<file path="config.mk">
export PLATFORM = sky130hd
export DESIGN_NAME = bus_arbiter
export DESIGN_NICKNAME = d
export VERILOG_FILES = /design/src/rtl/bus_arbiter.sv
export SDC_FILE = /design/constraint.sdc
export NUM_CORES = 1
export LEC_CHECK = 0
export ABC_AREA = 1
export BUFFER_PORTS_ARGS = -buffer_cell sky130_fd_sc_hd__buf_2
export CAP_MARGIN = 30
export CORE_MARGIN = 2
export CORE_UTILIZATION = 60
export DETAILED_ROUTE_END_ITERATION = 10
export PLACE_DENSITY_LB_ADDON = 0.1
export SLEW_MARGIN = 15
export SYNTH_ARGS = -nofsm -noshare
export SYNTH_HDL_FRONTEND = slang
export SYNTH_SLANG_ARGS = --single-unit
export TNS_END_PERCENT = 50
</file>
<file path="constraint.sdc">
create_clock -name clk -period 3.6 [get_ports clk]
set_input_delay 0.18 -clock clk [delete_from_list [all_inputs] [get_ports clk]]
set_output_delay 0.18 -clock clk [all_outputs]
set_load 0.02 [all_outputs]
</file>
<file path="src/rtl/bus_arbiter.sv">
// N-way bus arbiter with registered one-hot grant, hold-time watchdog and encoded owner index.
// Define BUS_ARB_ROUND_ROBIN_EN for round-robin selection; otherwise the lowest asserted index wins.
module bus_arbiter #(
    parameter int unsigned NUM_REQ        = 5,
    parameter int unsigned IDX_WIDTH      = $clog2(NUM_REQ),
    parameter int unsigned TIMEOUT_CYCLES = 256,
    parameter int unsigned CNT_WIDTH      = 16
) (
    input  logic                 clk,
    input  logic                 reset,
    input  logic [NUM_REQ-1:0]   bus_reqcyc,
    input  logic                 bus_busy,
    output logic [NUM_REQ-1:0]   bus_grant,
    output logic                 grant_valid,
    output logic [IDX_WIDTH-1:0] grant_idx,
    output logic                 timeout
);

    localparam logic [CNT_WIDTH-1:0] CNT_LAST = CNT_WIDTH'(TIMEOUT_CYCLES - 1);
    localparam logic [CNT_WIDTH-1:0] CNT_MAX  = '1;

    typedef enum logic {
        IDLE,
        GRANTED
    } state_t;

    state_t                 state_q, state_d;
    logic [NUM_REQ-1:0]     grant_d;
    logic [IDX_WIDTH-1:0]   idx_d;
    logic                   timeout_d;
    logic [CNT_WIDTH-1:0]   cnt_q, cnt_d;
    logic [IDX_WIDTH-1:0]   win;
    logic                   found;
`ifdef BUS_ARB_ROUND_ROBIN_EN
    logic [IDX_WIDTH-1:0]   last_owner_q, last_owner_d;
`endif

    // Winner selection over the current request vector
    always_comb begin
        int cand;
        win   = '0;
        found = 1'b0;
        cand  = 0;
`ifdef BUS_ARB_ROUND_ROBIN_EN
        for (int i = 0; i < int'(NUM_REQ); i++) begin
            cand = (int'(last_owner_q) + 1 + i) % int'(NUM_REQ);
            if (!found && bus_reqcyc[IDX_WIDTH'(cand)]) begin
                win   = IDX_WIDTH'(cand);
                found = 1'b1;
            end
        end
`else
        for (int i = 0; i < int'(NUM_REQ); i++) begin
            cand = i;
            if (!found && bus_reqcyc[IDX_WIDTH'(cand)]) begin
                win   = IDX_WIDTH'(cand);
                found = 1'b1;
            end
        end
`endif
    end

    // Next-state and next-output logic
    always_comb begin
        state_d   = state_q;
        grant_d   = '0;
        idx_d     = '0;
        timeout_d = 1'b0;
        cnt_d     = cnt_q;
`ifdef BUS_ARB_ROUND_ROBIN_EN
        last_owner_d = last_owner_q;
`endif
        case (state_q)
            IDLE: begin
                if (!bus_busy && found) begin
                    state_d = GRANTED;
                    grant_d = NUM_REQ'(1) << win;
                    idx_d   = win;
                    cnt_d   = '0;
`ifdef BUS_ARB_ROUND_ROBIN_EN
                    last_owner_d = win;
`endif
                end
            end
            GRANTED: begin
                cnt_d = (cnt_q == CNT_MAX) ? cnt_q : cnt_q + CNT_WIDTH'(1);
                if (!bus_reqcyc[grant_idx]) begin
                    state_d = IDLE;
                end else if (TIMEOUT_CYCLES != 0 && cnt_q == CNT_LAST) begin
                    state_d   = IDLE;
                    timeout_d = 1'b1;
                end else begin
                    grant_d = bus_grant;
                    idx_d   = grant_idx;
                end
            end
            default: state_d = IDLE;
        endcase
    end

    always_ff @(posedge clk) begin
        if (reset) begin
            state_q     <= IDLE;
            bus_grant   <= '0;
            grant_valid <= 1'b0;
            grant_idx   <= '0;
            timeout     <= 1'b0;
            cnt_q       <= '0;
`ifdef BUS_ARB_ROUND_ROBIN_EN
            last_owner_q <= IDX_WIDTH'(NUM_REQ - 1);
`endif
        end else begin
            state_q     <= state_d;
            bus_grant   <= grant_d;
            grant_valid <= |grant_d;
            grant_idx   <= idx_d;
            timeout     <= timeout_d;
            cnt_q       <= cnt_d;
`ifdef BUS_ARB_ROUND_ROBIN_EN
            last_owner_q <= last_owner_d;
`endif
        end
    end

endmodule
</file>
== Word level (Yosys, flattened, before mapping) ==
Index checks and enable logic that the tools add are counted.

* Register bits after elaboration: 27
* Latch bits: 0
* RAM bits: 0
* Bits in read-only memories: 0
* Input bits: 8
* Output and inout port bits: 10
* Logic and storage cells: 52
* Memories: 0

* Add/subtract/negate cells: 1
* $mul: 0
* Divide/modulo/power cells: 0
* Order comparisons: 1
* Eq/ne operators: 5
* Shifts and indexed selects: 1
* Multiplexer cells: 25
* Bitwise logic cells: 2
* Reductions and logical operators: 11

{| class="wikitable"
|+ Operators with widths
! cell !! number
|-
| 16-bit two-way mux || 2
|-
| 16-bit case mux with 2 select lines || 1
|-
| 16-bit by 1-bit adder with 16-bit output (second input constant) || 1
|-
| 16-bit equality test (second input constant) || 1
|-
| 16-bit by 8-bit equality test with 1-bit output (second input constant) || 1
|-
| 5-bit two-way mux || 3
|-
| 3-bit two-way mux || 4
|-
| 1-bit two-way mux || 10
|-
| 5-bit case mux with 2 select lines || 1
|-
| 3-bit case mux with 2 select lines || 1
|-
| 5-bit OR reduction || 1
|-
| 1-bit by 3-bit left shift with 5-bit output (first input constant) || 1
|-
| 1-bit logical AND || 4
|-
| 1-bit logical NOT || 4
|-
| 3-bit by 4-bit < comparator with 1-bit output (second input constant) || 1
|-
| 2-bit != test (second input constant) || 2
|-
| 1-bit binary-select mux with 3-bit select || 1
|-
| 3-bit by 2-bit != test with 1-bit output (second input constant) || 1
|-
| 3-bit OR reduction || 1
|-
| 2-bit two-way mux || 1
|-
| 1-bit NOT || 2
|-
| 1-bit case mux with 2 select lines || 1
|-
| 2-bit AND reduction || 1
|}

== Depth between registers and ports, before layout ==
Gate-level depths: netlist (run 1).

* Depth after elaboration: 14
* Mapped depth: 11
* Mapped depth without buffers: 11

== Worst setup path after synthesis (run 1) ==
OpenSTA, ideal clock, no wires.

* Path type: reg2reg
* Start point: register cnt_q[0]
* End point: register cnt_q[10]
* Setup time: 0.119 ns
* Data arrival time: 1.325 ns
* Required time: 3.481 ns
* Slack: 2.156 ns
* Cell stages (with the launch flop): 10
* Buffers on the path: 1
* Clock period less this slack: 1.444 ns
* Cells stage by stage: dfxtp_1 ha_1 nand3_2 nor2_4 nand3_2 nand2_2 nand2_4 buf_6 a21oi_1 nor3_1

* Longest elaborated chain between the ends: 3
* Elaborated cells between the ends (all ways): 6
* Classes of those cells: 1 x add/sub; 2 x eq/ne; 2 x mux; 1 x reduce/logical

{| class="wikitable"
|+ RTL lines
! what !! line !! text
|-
| from (decl) || 31 || <nowiki>logic [CNT_WIDTH-1:0] cnt_q, cnt_d;</nowiki>
|-
| from (signal assigned) || 118 || <nowiki>cnt_q <= cnt_d;</nowiki>
|-
| 16-bit by 1-bit adder with 16-bit output / 16-bit equality test (equally long branches) || 86 || <nowiki>cnt_d = (cnt_q == CNT_MAX) ? cnt_q : cnt_q + CNT_WIDTH'(1);</nowiki>
|-
| 16-bit two-way mux / 2-bit != test (equally long branches) || n/a ||
|-
| 16-bit case mux with 2 select lines / 2-bit AND reduction (equally long branches) || n/a ||
|}

Several ways; a longest one is shown, not always the timed one. The select of a mux whose other input is x is not followed.
A chain may end at the register's enable or synchronous reset.

== Worst setup path after layout (run 1) ==
* Start point: register cnt_q[0]
* End point: register cnt_q[5]

The elaborated chain is that of the path after synthesis.

==> flow_metrics.env, run 1 <==
export IMPL_ys_warnings_count=0
export IMPL_grt_first_pass_wirelength_um=5030
export IMPL_commonest_non_fill_non_tap_cell_in_the_layout="sky130_fd_sc_hd__nand2_1"
export IMPL_period_needed_ns=1.82
export IMPL_core_area_mm2=0.00221
export IMPL_path_buf_inv=0
export IMPL_max_clock_path_buffers=2
export IMPL_syn_num_nets=224
export IMPL_grt_max_degree=16
export IMPL_fin_area_mm2=0.00152
export IMPL_vias_per_cell=5.14
export IMPL_clock_sink_count=26
export IMPL_critPathCaptureType="register"
export IMPL_clock_buffers_created_by_tritoncts=3
export IMPL_hold_violations=0
export IMPL_synth_seq_area_share_pct=37.3
export IMPL_clock_latency_ns=0.33
export IMPL_power_density_mw_per_mm2=368
export IMPL_die_area_mm2=0.00272
export IMPL_initial_utilization_pct=63.0
export IMPL_met3_usage_pct=3.14
export IMPL_area_growth_synth_to_final_pct=9.25
export IMPL_critical_path_peak_fanout=15
export IMPL_final_max_slew_violation_count=0
export IMPL_rows=17
export IMPL_cts_repair_timing_setup_buffer_count=0
export IMPL_dp_cells=253
export IMPL_synth_register_bits=26
export IMPL_worst_setup_start_kind="register"
export IMPL_track_usage_pct=24.3
export IMPL_cts_tree="yes"
export IMPL_report_power_total_uw=560
export IMPL_drt_iter0_markers=28
export IMPL_clk_pin_slew_worst_paths_ns=0.15
export IMPL_post_cts_resized=0
export IMPL_post_synth_num_cell_types=24
export IMPL_detailed_place_hpwl_um=2200
export IMPL_hold_class="in2reg"
export IMPL_critical_path_top_delay_family="simple AND/OR/NAND/NOR gates"
export IMPL_post_route_cells_drive_above_1_share_pct=14.0
export IMPL_netlist_instances=215
export IMPL_antenna_found_initial=0
export IMPL_final_nets=239
export IMPL_num_io_pins=18
export IMPL_grt_setup_unrepaired="no"
export IMPL_grt_pass1_vias=1242
export IMPL_critPathKind="reg2reg"
export IMPL_p_leak_uw=0.000651
export IMPL_number_of_antenna_repair_diodes=0
export IMPL_synthesis_area_per_instance_um2=6.48
export IMPL_setup_viol=0
export IMPL_finalNonFillerCells=257
export IMPL_routed_wirelength_um=2940
export IMPL_cp_max_stage_cell="sky130_fd_sc_hd__dfxtp_1"
export IMPL_critical_path_arrival_ns=2.06
export IMPL_htreeDepth=1
export IMPL_dr_total_vias=1322
export IMPL_detailed_place_area_mm2=0.00147
export IMPL_drtPass1Iterations=4
export IMPL_finalClockSkew_ns=0.00999
export IMPL_grt_overflow_total=0
export IMPL_grt_busiest_layer="met2"
export IMPL_gp_congestion=0.818
export IMPL_grt_use_met2_pct=44.3
export IMPL_setup_tns_ns=0
export IMPL_max_cap_viol_count=0
export IMPL_die_x_um=52.2
export IMPL_run_status="finished clean"
export IMPL_post_synth_instance_area_mm2=0.00139
export IMPL_cp_slowest_stage_delay_ns=0.42
export IMPL_cts_hold_buffers=0
export IMPL_routedWlPerCell_um=11.4
export IMPL_worstPathCellList="ha_1, nand3_2, nor2_4, nand3_2, nand2_2, nand2_4, nand3_1, nand2_1, nand2_1, nor2_1"
export IMPL_vdd_drop_max_mv=0.275
export IMPL_count_of_buffers_inserted_at_the_top_level_ports=15
export IMPL_die_y_um=52.2
export IMPL_grt_util_met1_pct=29.1
export IMPL_clock_root_buffer="sky130_fd_sc_hd__clkbuf_4"
export IMPL_crit_required_ns=3.84
export IMPL_drt_antenna_violating_nets=0
export IMPL_drc=0
export IMPL_timing_final_crit_share_pct=50.5
export IMPL_fmax_mhz=550
export IMPL_layout_common_cells="sky130_fd_sc_hd__nand2_1, sky130_fd_sc_hd__nor2_1, sky130_fd_sc_hd__inv_1"
## flip-flops by register name, summed over array words and instances (netlist names)
register / count
cnt_q: 16
timeout: 1
state_q: 1
bus_grant: 5
grant_valid: 1
grant_idx: 2
## cell usage after synthesis
cell	number	share of area, %
sky130_fd_sc_hd__ha_1	1	0.90
sky130_fd_sc_hd__conb_1	1	0.27
sky130_fd_sc_hd__nor3_1	8	2.9
sky130_fd_sc_hd__nand2_1	53	14
sky130_fd_sc_hd__nand4_1	5	2.2
sky130_fd_sc_hd__clkbuf_1	2	0.54
sky130_fd_sc_hd__inv_1	28	7.5
sky130_fd_sc_hd__nand3_2	3	2.2
sky130_fd_sc_hd__nand3_1	13	4.7
sky130_fd_sc_hd__nand2_2	4	1.8
sky130_fd_sc_hd__o21ai_0	8	2.9
sky130_fd_sc_hd__inv_2	3	0.81
sky130_fd_sc_hd__nor2_4	1	0.81
sky130_fd_sc_hd__buf_4	2	1.1
sky130_fd_sc_hd__buf_6	1	0.81
sky130_fd_sc_hd__o21bai_1	1	0.54
sky130_fd_sc_hd__dfxtp_1	26	37
sky130_fd_sc_hd__o21ai_1	1	0.36
sky130_fd_sc_hd__o22ai_2	1	0.90
sky130_fd_sc_hd__a21oi_1	19	6.8
sky130_fd_sc_hd__nor2_1	30	8.1
sky130_fd_sc_hd__o22ai_1	1	0.45
sky130_fd_sc_hd__nand2_4	1	0.81
sky130_fd_sc_hd__nand3b_1	2	1.1
## through the flow
stage	setup WS (ns)	util, %	hold WS [ns]
finish	1.78	68.8	0.142
global route	1.59	68.8	0.163
CTS	1.79	68.8	0.150
detailed placement	1.84	66.5	0.476
global placement	1.90	66.5	0.451
floorplan	2.16	-	0.349
## layout make-up
type                    count  area (µm²)
clock buffers               3        22.5
clock inverters             1        30.0
fillers                   195         689
inverters                  31         116
multi-input cells         153         723
flip-flops and latches     26         520
well taps                  28        35.0
repair buffers             15        75.1
## metal layers
metal,up-vias,share of wire (%)
met3,4,3.7
met2,29,51
met1,580,45
li1,709,-
met4,0,0.95
met5,-,0
## report_power, final
part	switching, µW	total, µW	internal [µW]
combinational	40.8	57.2	16.3
clock	91.4	204	113
sequential	5.93	299	293
## path summary, 6_finish.rpt
check	startpoint	cells after the start	to	slack [ns]
setup / recovery	cnt_q[0]	10	cnt_q[5]	1.78
hold / removal	bus_reqcyc[0]	3	bus_grant[0]	0.14
setup reg to reg	cnt_q[0]	10	cnt_q[5]	1.78
hold reg to reg	bus_grant[4]	2	bus_grant[4]	0.49
## worst min-delay path, cell delays in order
cell	delay (ns)
sky130_fd_sc_hd__buf_2	0.12
sky130_fd_sc_hd__nand2_1	0.08
sky130_fd_sc_hd__a21oi_1	0.07
## logic make-up (layout without fill, tap and decap cells)
logic type,after synthesis,in the layout,synth area share [%]
buffers and inverters,36,50,10.8
adders and majority gates,1,1,0.898
and+or+nand+nor,120,120,38.8
DFF,26,26,37.3
AOI/OAI and AO/OA,31,31,11.9
other,1,1,0.269
Note: power is estimated with default switching activity, not from simulation.
==> run 2: changes to the inputs <==
Settings changed: ABC_AREA 1 to 0, CORE_UTILIZATION 60 to 56.
Clock period 3.6 ns to 1.8 ns, I/O delays scaled along.
==> flow_metrics.env, run 2 <==
export IMPL_clock_root_buffer="sky130_fd_sc_hd__clkbuf_4"
export IMPL_vdd_drop_max_mv=0.582
export IMPL_clk_pin_slew_worst_paths_ns=0.14
export IMPL_grt_overflow_total=0
export IMPL_grt_first_pass_wirelength_um=5470
export IMPL_path_buf_inv=0
export IMPL_synth_area_leaders="sky130_fd_sc_hd__dfxtp_1, sky130_fd_sc_hd__nor2_1, sky130_fd_sc_hd__nand2_1, sky130_fd_sc_hd__and4_1, sky130_fd_sc_hd__nand4_1"
export IMPL_drc=0
export IMPL_final_nets=187
export IMPL_detailed_place_hpwl_um=2390
export IMPL_worst_setup_start_kind="register"
export IMPL_critical_path_arrival_ns=1.98
export IMPL_most_common_library_cells_after_synthesis="sky130_fd_sc_hd__dfxtp_1, sky130_fd_sc_hd__nor2_1, sky130_fd_sc_hd__nand2_1"
export IMPL_critical_path_most_common_cell="sky130_fd_sc_hd__and4_1"
export IMPL_drt_antenna_violating_nets=0
export IMPL_fmax_mhz=578
export IMPL_p_leak_uw=0.000622
export IMPL_cp_slowest_stage_delay_ns=0.34
export IMPL_clock_sink_count=26
export IMPL_routedWlPerCell_um=16.0
export IMPL_timing_final_crit_share_pct=96.1
export IMPL_largestRegisters="cnt_q: 16 flops, bus_grant: 5 flops, grant_idx: 2 flops"
export IMPL_routed_wirelength_um=3280
export IMPL_number_of_antenna_repair_diodes=0
export IMPL_syn_num_nets=158
export IMPL_drt_iter0_markers=44
export IMPL_critical_path_top_delay_family="simple AND/OR/NAND/NOR gates"
export IMPL_worstPathCellList="ha_1, and4_1, and4_1, nor2_2, a211oi_1, a31o_1"
export IMPL_synth_async_sr_flop_share_pct=0
export IMPL_rows=17
export IMPL_fillers=189
export IMPL_clock_buffers_created_by_tritoncts=3
export IMPL_finalClockSkew_ns=0.000837
export IMPL_timing_slew_headroom_pct=63.8
export IMPL_critPathCaptureType="register"
export IMPL_ys_dominant_reg_cell="sky130_fd_sc_hd__dfxtp_1"
export IMPL_critPathKind="reg2reg"
export IMPL_layout_common_cells="sky130_fd_sc_hd__dfxtp_1, sky130_fd_sc_hd__nor2_1, sky130_fd_sc_hd__buf_2"
export IMPL_gp_congestion=0.880
export IMPL_dr_total_vias=1251
export IMPL_final_max_slew_violation_count=0
export IMPL_ys_warnings_count=0
export IMPL_htreeDepth=1
export IMPL_post_route_cells_drive_above_1_share_pct=26.0
export IMPL_core_area_mm2=0.00223
export IMPL_initial_utilization_pct=59.7
export IMPL_power_density_mw_per_mm2=646
export IMPL_vias_per_cell=6.10
export IMPL_dp_cells=199
export IMPL_drtPass1Iterations=4
export IMPL_grt_pass1_vias=1194
export IMPL_area_growth_synth_to_final_pct=17.6
export IMPL_crit_required_ns=2.05
export IMPL_grt_setup_unrepaired="yes"
export IMPL_run_status="finished clean"
export IMPL_hold_class="in2reg"
export IMPL_max_clock_path_buffers=2
export IMPL_die_y_um=52.8
export IMPL_setup_tns_ns=0
export IMPL_hold_violations=0
export IMPL_setup_viol=0
export IMPL_count_of_buffers_inserted_at_the_top_level_ports=15
export IMPL_post_synth_top_area_cell="sky130_fd_sc_hd__dfxtp_1"
export IMPL_num_io_pins=18
export IMPL_max_cap_viol_count=0
export IMPL_clock_latency_ns=0.33
export IMPL_final_core_util_pct=70.3
export IMPL_synth_seq_area_share_pct=39.0
export IMPL_die_x_um=52.8
export IMPL_yosysMostFrequentCell="sky130_fd_sc_hd__dfxtp_1"
export IMPL_synth_register_bits=26
export IMPL_commonest_non_fill_non_tap_cell_in_the_layout="sky130_fd_sc_hd__dfxtp_1"
export IMPL_critical_path_peak_fanout=6
export IMPL_registers_top_by_ff_count="cnt_q"
export IMPL_cts_tree="yes"
export IMPL_post_synth_instance_area_mm2=0.00133
export IMPL_synthesis_area_per_instance_um2=8.95
export IMPL_number_of_flip_flops_under_the_largest_register_name=16
export IMPL_fin_hold_ws_ns=0.0290
export IMPL_period_needed_ns=1.73
export IMPL_track_usage_pct=27.7
export IMPL_post_synth_num_cell_types=47
export IMPL_grt_max_degree=16
export IMPL_synth_top_area_share_pct=39.0
export IMPL_die_area_mm2=0.00279
export IMPL_cp_max_stage_cell="sky130_fd_sc_hd__dfxtp_1"
export IMPL_netlist_instances=149
export IMPL_antenna_found_initial=0
export IMPL_finalNonFillerCells=205
export IMPL_synth_enable_flop_cells=0
export IMPL_tightest_pin_transition_ns=0.539
-- run 2: cell types whose count changed after synthesis, sizes merged, moves of 4 or more --
cell and delta:
a21oi -11, a31oi +5, and4 +5, inv -27, nand2 -46, nand3 -9, nor2 -11, nor4 +4
o21ai -5, xnor2 +5, xor2 +4
-- run 2: kinds of logic after synthesis --
| family | after synthesis | share of synthesized area (%) |
|---|---|---|
| flops | 26 | 39.0 |
| xor+xnor | 9 | 5.91 |
| fa+ha+maj | 1 | 0.938 |
| other cells | 1 | 0.281 |
| compound gates | 29 | 15.3 |
| buf+inv | 8 | 3.38 |
| simple gates | 73 | 32.7 |
| mux | 2 | 2.44 |
-- run 2: path summary, 6_finish.rpt --
check / cells after the start / start / slack (ns) / end
setup / recovery: 6 / cnt_q[0] / 0.07 / cnt_q[12]
hold / removal: 2 / bus_reqcyc[2] / 0.03 / bus_grant[2]
setup reg to reg: 6 / cnt_q[0] / 0.07 / cnt_q[12]
hold reg to reg: 2 / grant_idx[0] / 0.50 / grant_idx[0]
-- run 2: area by class of cell --
| type | instances | area, µm² | area share, % |
|---|---|---|---|
| Multi-Input combinational cell | 115 | 790 | 50.3 |
| Timing Repair Buffer | 28 | 173 | 11.0 |
| Inverter | 4 | 15.0 | 0.957 |
| Clock buffer | 4 | 36.3 | 2.31 |
| Tap cell | 28 | 35.0 | 2.23 |
| Sequential cell | 26 | 520 | 33.2 |
-- run 2: timing repair --
item	4_1_cts	5_1_grt
hold buffers	0	0
endpoints found under the setup margin	1	10
buffers inserted	0	2
pin swaps	0	2
resized for setup	1	3
-- run 2: power by group --
group | switching [µW] | internal (µW)
logic | 67.8 | 44.1
clock network | 184 | 124
registers | 8.04 | 585
total | 260 | 753
-- run 2: through the flow --
step           worst slack, ns  total power (µW)  cell area [µm²]
2_1_floorplan            0.135               671             1330
3_3_place_gp            0.0776               707             1500
3_5_place_dp           -0.0131               709             1500
4_1_cts                 0.0477              1010             1540
5_1_grt                -0.0290              1060             1570
6_report                0.0706              1010             1570
-- run 2: routing by layer --
layer,part of all wire [%],GRT usage [%],vias to the layer above
li1,-,-,606
met1,41,35.9,581
met2,49,42.5,50
met3,6.6,4.86,14
met4,3.5,17.1,0
met5,0,0,-
